## config.mk

```make
export PLATFORM = sky130hd
export DESIGN_NAME = mem_stage_ctrl_flat
export DESIGN_NICKNAME = d
export VERILOG_FILES = /design/src/rtl/mem_stage_ctrl_if.sv /design/src/rtl/mem_stage_ctrl.sv /design/src/flat_wrapper.sv
export SDC_FILE = /design/constraint.sdc
export NUM_CORES = 1
export LEC_CHECK = 0
export ABC_AREA = 1
export CAP_MARGIN = 20
export CORE_AREA = 4 4 87 89
export CTS_BUF_LIST = sky130_fd_sc_hd__clkbuf_16
export CTS_CLUSTER_DIAMETER = 80
export DETAILED_ROUTE_END_ITERATION = 10
export DIE_AREA = 0 0 91 93
export PLACE_DENSITY = 0.78
export SLEW_MARGIN = 20
export SYNTH_ARGS = -nofsm -noshare
export SYNTH_HDL_FRONTEND = slang
export SYNTH_SLANG_ARGS = --single-unit
```

## constraint.sdc

```tcl
create_clock -name clk -period 1.7 [get_ports clk]
set_input_delay 0.34 -clock clk [delete_from_list [all_inputs] [get_ports clk]]
set_output_delay 0.34 -clock clk [all_outputs]
set_load 0.1 [all_outputs]
```

## src/rtl/mem_stage_ctrl_if.sv

```systemverilog
// X/M inputs, data-memory handshake and registered M/W outputs of the memory-stage controller.
// master is the controller's side; slave is the pipeline/memory environment's side.
interface mem_stage_ctrl_if #(
  parameter int ADDR_W = 16
);
  logic [15:0]       XM_aluOut;
  logic [15:0]       XM_writeData;
  logic [15:0]       XM_pc_inc;
  logic [15:0]       XM_specOps;
  logic              XM_memRead;
  logic              XM_memWrite;
  logic              XM_memAccess;
  logic [1:0]        XM_regSrc;
  logic              XM_regWrite;
  logic [2:0]        XM_writeReg;
  logic              XM_halt;

  logic [ADDR_W-1:0] mem_addr;
  logic [15:0]       mem_wdata;
  logic              mem_rd;
  logic              mem_wr;
  logic [15:0]       mem_rdata;
  logic              mem_done;

  logic              stall_out;
  logic [15:0]       MW_wbData;
  logic              MW_regWrite;
  logic [2:0]        MW_writeReg;
  logic              MW_halt;
  logic              MW_err;

  modport master (
    input  XM_aluOut, XM_writeData, XM_pc_inc, XM_specOps, XM_memRead, XM_memWrite,
           XM_memAccess, XM_regSrc, XM_regWrite, XM_writeReg, XM_halt,
           mem_rdata, mem_done,
    output mem_addr, mem_wdata, mem_rd, mem_wr, stall_out,
           MW_wbData, MW_regWrite, MW_writeReg, MW_halt, MW_err
  );

  modport slave (
    output XM_aluOut, XM_writeData, XM_pc_inc, XM_specOps, XM_memRead, XM_memWrite,
           XM_memAccess, XM_regSrc, XM_regWrite, XM_writeReg, XM_halt,
           mem_rdata, mem_done,
    input  mem_addr, mem_wdata, mem_rd, mem_wr, stall_out,
           MW_wbData, MW_regWrite, MW_writeReg, MW_halt, MW_err
  );
endinterface

```

## src/rtl/mem_stage_ctrl.sv

```systemverilog
// Memory-stage controller: issues X/M loads/stores, stalls until mem_done (TIMEOUT -> sticky ERR), registers M/W.
// Optional MEM_ALIGN_CHECK_EN: odd-address access issues no request and traps to ERR.
module mem_stage_ctrl #(
  parameter int ADDR_W  = 16,
  parameter int TIMEOUT = 64
) (
  input  logic             clk,
  input  logic             rst,
  mem_stage_ctrl_if.master bus
);
  typedef enum logic [1:0] {IDLE = 2'd0, WAIT = 2'd1, ERR = 2'd2} state_t;

  state_t      state_q, state_d;
  logic [7:0]  cnt_q, cnt_d;
  logic [15:0] MW_wbData_q, MW_wbData_d;
  logic        MW_regWrite_q, MW_regWrite_d;
  logic [2:0]  MW_writeReg_q, MW_writeReg_d;
  logic        MW_halt_q, MW_halt_d;
  logic        MW_err_q, MW_err_d;

  logic        acc, is_rd, is_wr, misalign;
  logic        req, stall, complete;
  logic [15:0] wb_sel;

  assign acc   = bus.XM_memAccess & (bus.XM_memRead | bus.XM_memWrite);
  assign is_rd = bus.XM_memRead;
  assign is_wr = bus.XM_memWrite & ~bus.XM_memRead;

`ifdef MEM_ALIGN_CHECK_EN
  assign misalign = acc & bus.XM_aluOut[0];
`else
  assign misalign = 1'b0;
`endif

  assign bus.mem_addr  = ADDR_W'(bus.XM_aluOut);
  assign bus.mem_wdata = bus.XM_writeData;

  always_comb begin
    state_d  = state_q;
    cnt_d    = cnt_q;
    req      = 1'b0;
    stall    = 1'b0;
    complete = 1'b0;
    case (state_q)
      IDLE: begin
        if (misalign) begin
          stall   = 1'b1;
          state_d = ERR;
        end else if (acc) begin
          req = 1'b1;
          if (bus.mem_done) begin
            complete = 1'b1;
          end else begin
            stall   = 1'b1;
            state_d = WAIT;
            cnt_d   = 8'd0;
          end
        end else begin
          complete = 1'b1;
        end
      end
      WAIT: begin
        req   = 1'b1;
        cnt_d = cnt_q + 8'd1;
        if (bus.mem_done) begin
          complete = 1'b1;
          state_d  = IDLE;
        end else begin
          stall = 1'b1;
          if (cnt_q == 8'(TIMEOUT - 1)) state_d = ERR;
        end
      end
      default: begin
        stall   = 1'b1;
        state_d = ERR;
      end
    endcase
  end

  // Reset must kill requests and stall immediately, before the state register settles.
  assign bus.mem_rd    = req & is_rd & ~rst;
  assign bus.mem_wr    = req & is_wr & ~rst;
  assign bus.stall_out = stall & ~rst;

  always_comb begin
    wb_sel = bus.XM_aluOut;
    case (bus.XM_regSrc)
      2'b00:   wb_sel = bus.XM_aluOut;
      2'b01:   wb_sel = bus.mem_rdata;
      2'b10:   wb_sel = bus.XM_pc_inc;
      default: wb_sel = bus.XM_specOps;
    endcase
  end

  // Non-completing cycles insert a bubble; data and destination simply hold.
  always_comb begin
    MW_wbData_d   = MW_wbData_q;
    MW_writeReg_d = MW_writeReg_q;
    MW_regWrite_d = 1'b0;
    MW_halt_d     = 1'b0;
    MW_err_d      = MW_err_q | (state_d == ERR);
    if (complete) begin
      MW_wbData_d   = wb_sel;
      MW_writeReg_d = bus.XM_writeReg;
      MW_regWrite_d = bus.XM_regWrite;
      MW_halt_d     = bus.XM_halt;
    end
  end

  always_ff @(posedge clk or posedge rst) begin
    if (rst) begin
      state_q       <= IDLE;
      cnt_q         <= 8'd0;
      MW_wbData_q   <= 16'd0;
      MW_regWrite_q <= 1'b0;
      MW_writeReg_q <= 3'd0;
      MW_halt_q     <= 1'b0;
      MW_err_q      <= 1'b0;
    end else begin
      state_q       <= state_d;
      cnt_q         <= cnt_d;
      MW_wbData_q   <= MW_wbData_d;
      MW_regWrite_q <= MW_regWrite_d;
      MW_writeReg_q <= MW_writeReg_d;
      MW_halt_q     <= MW_halt_d;
      MW_err_q      <= MW_err_d;
    end
  end

  assign bus.MW_wbData   = MW_wbData_q;
  assign bus.MW_regWrite = MW_regWrite_q;
  assign bus.MW_writeReg = MW_writeReg_q;
  assign bus.MW_halt     = MW_halt_q;
  assign bus.MW_err      = MW_err_q;
endmodule
```

## src/flat_wrapper.sv

```systemverilog
// flat-port wrapper written by rule: the top's interface ports become plain ports
module mem_stage_ctrl_flat 
#(
  parameter int ADDR_W  = 16,
  parameter int TIMEOUT = 64
)
  (clk, rst, bus_XM_aluOut, bus_XM_writeData, bus_XM_pc_inc, bus_XM_specOps, bus_XM_memRead, bus_XM_memWrite, bus_XM_memAccess, bus_XM_regSrc, bus_XM_regWrite, bus_XM_writeReg, bus_XM_halt, bus_mem_rdata, bus_mem_done, bus_mem_addr, bus_mem_wdata, bus_mem_rd, bus_mem_wr, bus_stall_out, bus_MW_wbData, bus_MW_regWrite, bus_MW_writeReg, bus_MW_halt, bus_MW_err);
  mem_stage_ctrl_if #(.ADDR_W(ADDR_W)) bus_i ();
  input  logic clk;
  input  logic rst;
  input wire logic [$bits(bus_i.XM_aluOut)-1:0] bus_XM_aluOut;
  input wire logic [$bits(bus_i.XM_writeData)-1:0] bus_XM_writeData;
  input wire logic [$bits(bus_i.XM_pc_inc)-1:0] bus_XM_pc_inc;
  input wire logic [$bits(bus_i.XM_specOps)-1:0] bus_XM_specOps;
  input wire logic [$bits(bus_i.XM_memRead)-1:0] bus_XM_memRead;
  input wire logic [$bits(bus_i.XM_memWrite)-1:0] bus_XM_memWrite;
  input wire logic [$bits(bus_i.XM_memAccess)-1:0] bus_XM_memAccess;
  input wire logic [$bits(bus_i.XM_regSrc)-1:0] bus_XM_regSrc;
  input wire logic [$bits(bus_i.XM_regWrite)-1:0] bus_XM_regWrite;
  input wire logic [$bits(bus_i.XM_writeReg)-1:0] bus_XM_writeReg;
  input wire logic [$bits(bus_i.XM_halt)-1:0] bus_XM_halt;
  input wire logic [$bits(bus_i.mem_rdata)-1:0] bus_mem_rdata;
  input wire logic [$bits(bus_i.mem_done)-1:0] bus_mem_done;
  output wire logic [$bits(bus_i.mem_addr)-1:0] bus_mem_addr;
  output wire logic [$bits(bus_i.mem_wdata)-1:0] bus_mem_wdata;
  output wire logic [$bits(bus_i.mem_rd)-1:0] bus_mem_rd;
  output wire logic [$bits(bus_i.mem_wr)-1:0] bus_mem_wr;
  output wire logic [$bits(bus_i.stall_out)-1:0] bus_stall_out;
  output wire logic [$bits(bus_i.MW_wbData)-1:0] bus_MW_wbData;
  output wire logic [$bits(bus_i.MW_regWrite)-1:0] bus_MW_regWrite;
  output wire logic [$bits(bus_i.MW_writeReg)-1:0] bus_MW_writeReg;
  output wire logic [$bits(bus_i.MW_halt)-1:0] bus_MW_halt;
  output wire logic [$bits(bus_i.MW_err)-1:0] bus_MW_err;
  assign bus_i.XM_aluOut = bus_XM_aluOut;
  assign bus_i.XM_writeData = bus_XM_writeData;
  assign bus_i.XM_pc_inc = bus_XM_pc_inc;
  assign bus_i.XM_specOps = bus_XM_specOps;
  assign bus_i.XM_memRead = bus_XM_memRead;
  assign bus_i.XM_memWrite = bus_XM_memWrite;
  assign bus_i.XM_memAccess = bus_XM_memAccess;
  assign bus_i.XM_regSrc = bus_XM_regSrc;
  assign bus_i.XM_regWrite = bus_XM_regWrite;
  assign bus_i.XM_writeReg = bus_XM_writeReg;
  assign bus_i.XM_halt = bus_XM_halt;
  assign bus_i.mem_rdata = bus_mem_rdata;
  assign bus_i.mem_done = bus_mem_done;
  assign bus_mem_addr = bus_i.mem_addr;
  assign bus_mem_wdata = bus_i.mem_wdata;
  assign bus_mem_rd = bus_i.mem_rd;
  assign bus_mem_wr = bus_i.mem_wr;
  assign bus_stall_out = bus_i.stall_out;
  assign bus_MW_wbData = bus_i.MW_wbData;
  assign bus_MW_regWrite = bus_i.MW_regWrite;
  assign bus_MW_writeReg = bus_i.MW_writeReg;
  assign bus_MW_halt = bus_i.MW_halt;
  assign bus_MW_err = bus_i.MW_err;
  mem_stage_ctrl #(.ADDR_W(ADDR_W), .TIMEOUT(TIMEOUT)) u_core (.clk(clk), .rst(rst), .bus(bus_i));
endmodule
```

# [Yosys cells after proc, flatten, opt, wreduce, memory -nomap -nowiden]
# Cells that the tools add are included.
[word_totals] register_bits=32 in_bits=93 out_inout_bits=57
[op_classes] n_addsub=1 eq_ne=7 n_mux=19 bitwise=11 reduce_logical=4
[ops] cell="$pmux W16 S3" n=1
[ops] cell="$mux W8" n=2
[ops] cell="$pmux W8 S2" n=1
[ops] cell="$add A8 B1 Y8 const B" n=1
[ops] cell="$eq A8 B6 Y1 const B" n=1
[ops] cell="$mux W2" n=4
[ops] cell="$and A1 B1 Y1" n=7
[ops] cell="$mux W1" n=7
[ops] cell="$pmux W1 S2" n=3
[ops] cell="$eq A2 B1 Y1 const B" n=2
[ops] cell="$eq A2 B2 Y1 const B" n=2
[ops] cell="$logic_not A2 Y1" n=2
[ops] cell="$pmux W2 S2" n=1
[ops] cell="$reduce_and A3 Y1" n=1
[ops] cell="$ne A2 B1 Y1 const B" n=1
[ops] cell="$ne A2 B2 Y1 const B" n=1
[ops] cell="$not A1 Y1" n=2
[ops] cell="$or A1 B1 Y1" n=2
[ops] cell="$reduce_bool A2 Y1" n=1

# [Logic depth before layout (Yosys ltp)]
[depth] word_depth=6 depth_mapped=8 ltp_nobuf=7

# [Worst setup path after synthesis]
# No wires, ideal clock.
[synth_timing] path_kind="input to output" startpoint="input bus_XM_memRead" endpoint="output bus_mem_rd" t_arrival_ns=2.680 setup_slack_ns=-1.320 path_stages=6 path_buffers=0 cell_sequence="inv_1 -> nand2_1 -> nand2_1 -> nand2_1 -> nand2_1 -> nor3_1"
[synth_between] elab_chain_cells=6
[synth_lines] item="from (decl)" line_no="flat_wrapper.sv:15" rtl="input wire logic [$bits(bus_i.XM_memRead)-1:0] bus_XM_memRead;"
[synth_lines] item="$or A1 B1 Y1" line_no="mem_stage_ctrl.sv:25" rtl="assign acc = bus.XM_memAccess & (bus.XM_memRead | bus.XM_memWrite);"
[synth_lines] item="$and A1 B1 Y1" line_no="mem_stage_ctrl.sv:25"
[synth_lines] item="$mux W1" line_no="mem_stage_ctrl.sv:49" rtl="end else if (acc) begin"
[synth_lines] item="$pmux W1 S2" line_no="mem_stage_ctrl.sv:44" rtl="case (state_q)"
[synth_lines] item="$and A1 B1 Y1 (*) (2 in a row)" line_no="mem_stage_ctrl.sv:81" rtl="assign bus.mem_rd = req & is_rd & ~rst;"
[synth_lines] item="to (decl)" line_no="flat_wrapper.sv:26" rtl="output wire logic [$bits(bus_i.mem_rd)-1:0] bus_mem_rd;"
# Every way passes the cells marked *; elsewhere a longest branch is shown, timed or not.

# [Final worst setup path]
[layout_timing] startpoint="register u_core.state_q[1]" endpoint="output bus_stall_out"
[layout_between] elab_chain_cells=3 word_cells_on_any_way=4
[layout_lines] item="from (decl)" line_no="mem_stage_ctrl.sv:13" rtl="state_t state_q, state_d;"
[layout_lines] item="from (signal assigned)" line_no="mem_stage_ctrl.sv:120" rtl="state_q <= state_d;"
[layout_lines] item="$eq A2 B1 Y1 or $logic_not A2 Y1 (tied branches)" line_no="mem_stage_ctrl.sv:44"
[layout_lines] item="$pmux W1 S2 (*)" line_no="mem_stage_ctrl.sv:44"
[layout_lines] item="$and A1 B1 Y1 (*)" line_no="mem_stage_ctrl.sv:83" rtl="assign bus.stall_out = stall & ~rst;"
[layout_lines] item="to (decl)" line_no="flat_wrapper.sv:28" rtl="output wire logic [$bits(bus_i.stall_out)-1:0] bus_stall_out;"
# Marks and branches as above.

==> flow_metrics.py <==
metrics = {
    "timing": {
        "rsz0062_at_grt": "yes",
        "slew_violations": 0,
        "fmax_mhz": 599,
        "hold_ws_ps": 365,
        "fin_skew_ps": 6.93,
        "worstMarginPinSlew_ps": 418,
        "fin_crit_sh_pct": 98.2,
        "finalHoldViolations": 0,
        "setup_viol": 0,
        "maxSlewHeadroom_pct": 72.1,
        "timing.final.ws_setup_ps": 30.6,
        "period_needed_ps": 1670,
    },
    "worst_setup_path": {
        "endpoint_kind": "output port",
        "start_kind": "register",
        "cp_data_required_time_ps": 1360,
        "endpoint": "bus_stall_out",
        "rr_startpoint": "u_core.state_q[1]",
        "worstRegToRegCells": 8,
        "crit_type": "reg -> out",
        "reg2reg_slack_ps": 340,
        "startpoint": "u_core.state_q[1]",
        "arrival_ps": 1330,
        "crit_path_max_fanout": 7,
        "timing.rr.end": "u_core.bus.MW_wbData[15]",
    },
    "power": {
        "power.leakage_uw": 0.00188,
        "total_power_uw": 2360,
        "ir_worst_vdd_v": 0.000509,
        "p_per_area_mw_per_mm2": 598,
    },
    "synth": {
        "netlist_area_sq_mm": 0.00226,
        "synth_area_leader_cell": "dfrtp_1",
        "netlist_instances": 305,
        "syn-num-nets": 399,
        "synthFlopType": "dfrtp_1",
        "ys_warn_count": 0,
        "syn_area_per_cell_sq_um": 7.43,
        "yosysTopAreaCellShare_pct": 35.4,
        "synth.area.top_cells": "dfrtp_1 (35%), nand3_1 (19%), nand2_1 (12%)",
        "yosysUniqueCellTypes": 24,
        "yosys_register_bits": 32,
        "synth_edf_count": 0,
        "ys_seq_area_share_pct": 35.4,
        "synthArstFlopShare_pct": 100,
    },
    "clock_network": {
        "numCtsBuffers": 5,
        "clock_path_buffers": 2,
        "path_clk_slew_ps": 50,
        "clock-sinks": 32,
        "htree_levels": 2,
        "cts_root_buf": "clkbuf_16",
        "cts_tree": "done",
        "insertion_delay_ps": 270,
    },
    "status": {
        "status": "finished, final reports clean",
    },
    "global_routing": {
        "grt_usage_pct": 16.6,
        "grt_pass1_vias": 2402,
        "antenna_found_initial": 0,
        "grt_pass1_wl_um": 11400,
        "grt_max_degree": 33,
        "overflow": 0,
    },
    "finish": {
        "drive_gt1_share_pct": 25.0,
        "fin_nets": 493,
        "syn_to_final_growth_pct": 74.3,
        "final_cell_mix": "nand3_1 (85), clkdlybuf4s50_1 (71), nand2_1 (69)",
        "final_common_cell": "nand3_1",
        "diodes": 0,
    },
    "floorplanning": {
        "pin_count": 150,
        "rows": 30,
        "core_area_sq_mm": 0.00676,
        "die-height_um": 93,
        "start_util_pct": 33.5,
        "die_area_sq_mm": 0.00846,
        "die_w_um": 91,
    },
    "detailed_routing": {
        "drtAntennaViolNets": 0,
        "drtIter0Drc": 67,
        "vias": 2418,
        "drc": 0,
        "firstDrtPassIters": 4,
        "via_per_inst": 5.04,
        "wl_um": 7160,
        "routedWlPerCell_um": 14.9,
    },
    "place": {
        "dp_slack_ps": -216,
        "dp_hpwl_um": 5730,
        "port_buffers": 117,
        "gp_congestion": 0.744,
    },
    "job": {
        "maxCapViolations": 0,
    },
    "worst_hold_path": {
        "min_path_type": "in -> async",
    },
}
power breakdown:
group	leakage, uW	internal (uW)	total (uW)	switching [uW]
combinational	0.00140	285	603	318
clock	0.0000850	682	997	315
sequential	0.000393	762	762	0
total	0.00188	1730	2360	633
per-stage QoR:
| step | TNS [ps] | instances | cell area (sq um) | util (%) |
|---|---|---|---|---|
| floorplan | -189 | 305 | 2300 | - |
| global placement | -360 | 469 | 3730 | 55.2 |
| detailed placement | -1150 | 469 | 3730 | 55.2 |
| CTS | 0 | 478 | 3900 | 57.8 |
| global route | -11.8 | 480 | 3950 | 58.4 |
| finish | 0 | 480 | 3950 | 58.4 |
Yosys cell counts (2+ instances only):
cell type,count
buf_2,9
nand2_2,12
buf_6,6
nor2_1,6
o21ai_0,3
inv_2,4
nand4_1,17
inv_1,11
nand2_1,72
nand3_1,85
dfrtp_1,32
a21oi_1,2
buf_4,35
registers in the layout, indices dropped and copies added (netlist names):
signal / count
u_core.bus.MW_err: 1
u_core.bus.MW_wbData: 16
u_core.state_q: 2
u_core.bus.MW_regWrite: 1
u_core.cnt_q: 8
u_core.bus.MW_writeReg: 3
u_core.bus.MW_halt: 1
final cells by class:
cell class / instances / area (sq um)
fill: 606 / 2810
sequential: 32 / 802
tap: 80 / 100
clock inverter: 3 / 38.8
clock buffer: 5 / 125
inverter: 16 / 73.8
multi-input combinational: 207 / 1080
timing repair buffer: 137 / 1730
cell families after synthesis:
group / share of synthesized area (%)
AO/OA/AOI/OAI: 1.77
AND/OR/NAND/NOR: 42.6
XOR/XNOR: 0.387
adder cells (fa/ha/maj): 0.552
flip-flops: 35.4
buffers and inverters: 19.3
worst min-delay path by stage:
stage | start | cells after the start | end | slack (ps)
2_1_floorplan | rst | 1 | u_core.bus.MW_err | 270
3_3_place_gp | u_core.state_q[1] | 2 | u_core.state_q[1] | 510
3_5_place_dp | u_core.state_q[1] | 2 | u_core.state_q[1] | 510
4_1_cts | rst | 3 | u_core.bus.MW_wbData[13] | 370
5_1_grt | rst | 3 | u_core.bus.MW_wbData[13] | 410
6_report | rst | 3 | u_core.state_q[1] | 360
routing by layer:
metal  global-route usage [%]  up-vias  routed length (um)
met3                     4.99        4                 567
li1                         -     1176                   -
met5                        0        -                   0
met4                     3.14        0                  48
met1                     17.1     1136                2590
met2                     32.8      102                3950
timing repair:
| action | 4_1_cts | 5_1_grt |
|---|---|---|
| hold buffers | 0 | 0 |
| endpoints found under the setup margin | 3 | 3 |
| setup buffers | 1 | 2 |
| pin swaps | 3 | 5 |
| resized for setup | 8 | 9 |
worst max-delay path, stage by stage (launching register included):
cell,delay [ps]
dfrtp_1,410
inv_4,80
nand2_8,110
inv_8,50
nand2_4,60
nand2_2,70
nor2_4,100
buf_12,180
No activity file was read; power rests on OpenSTA's default activity.
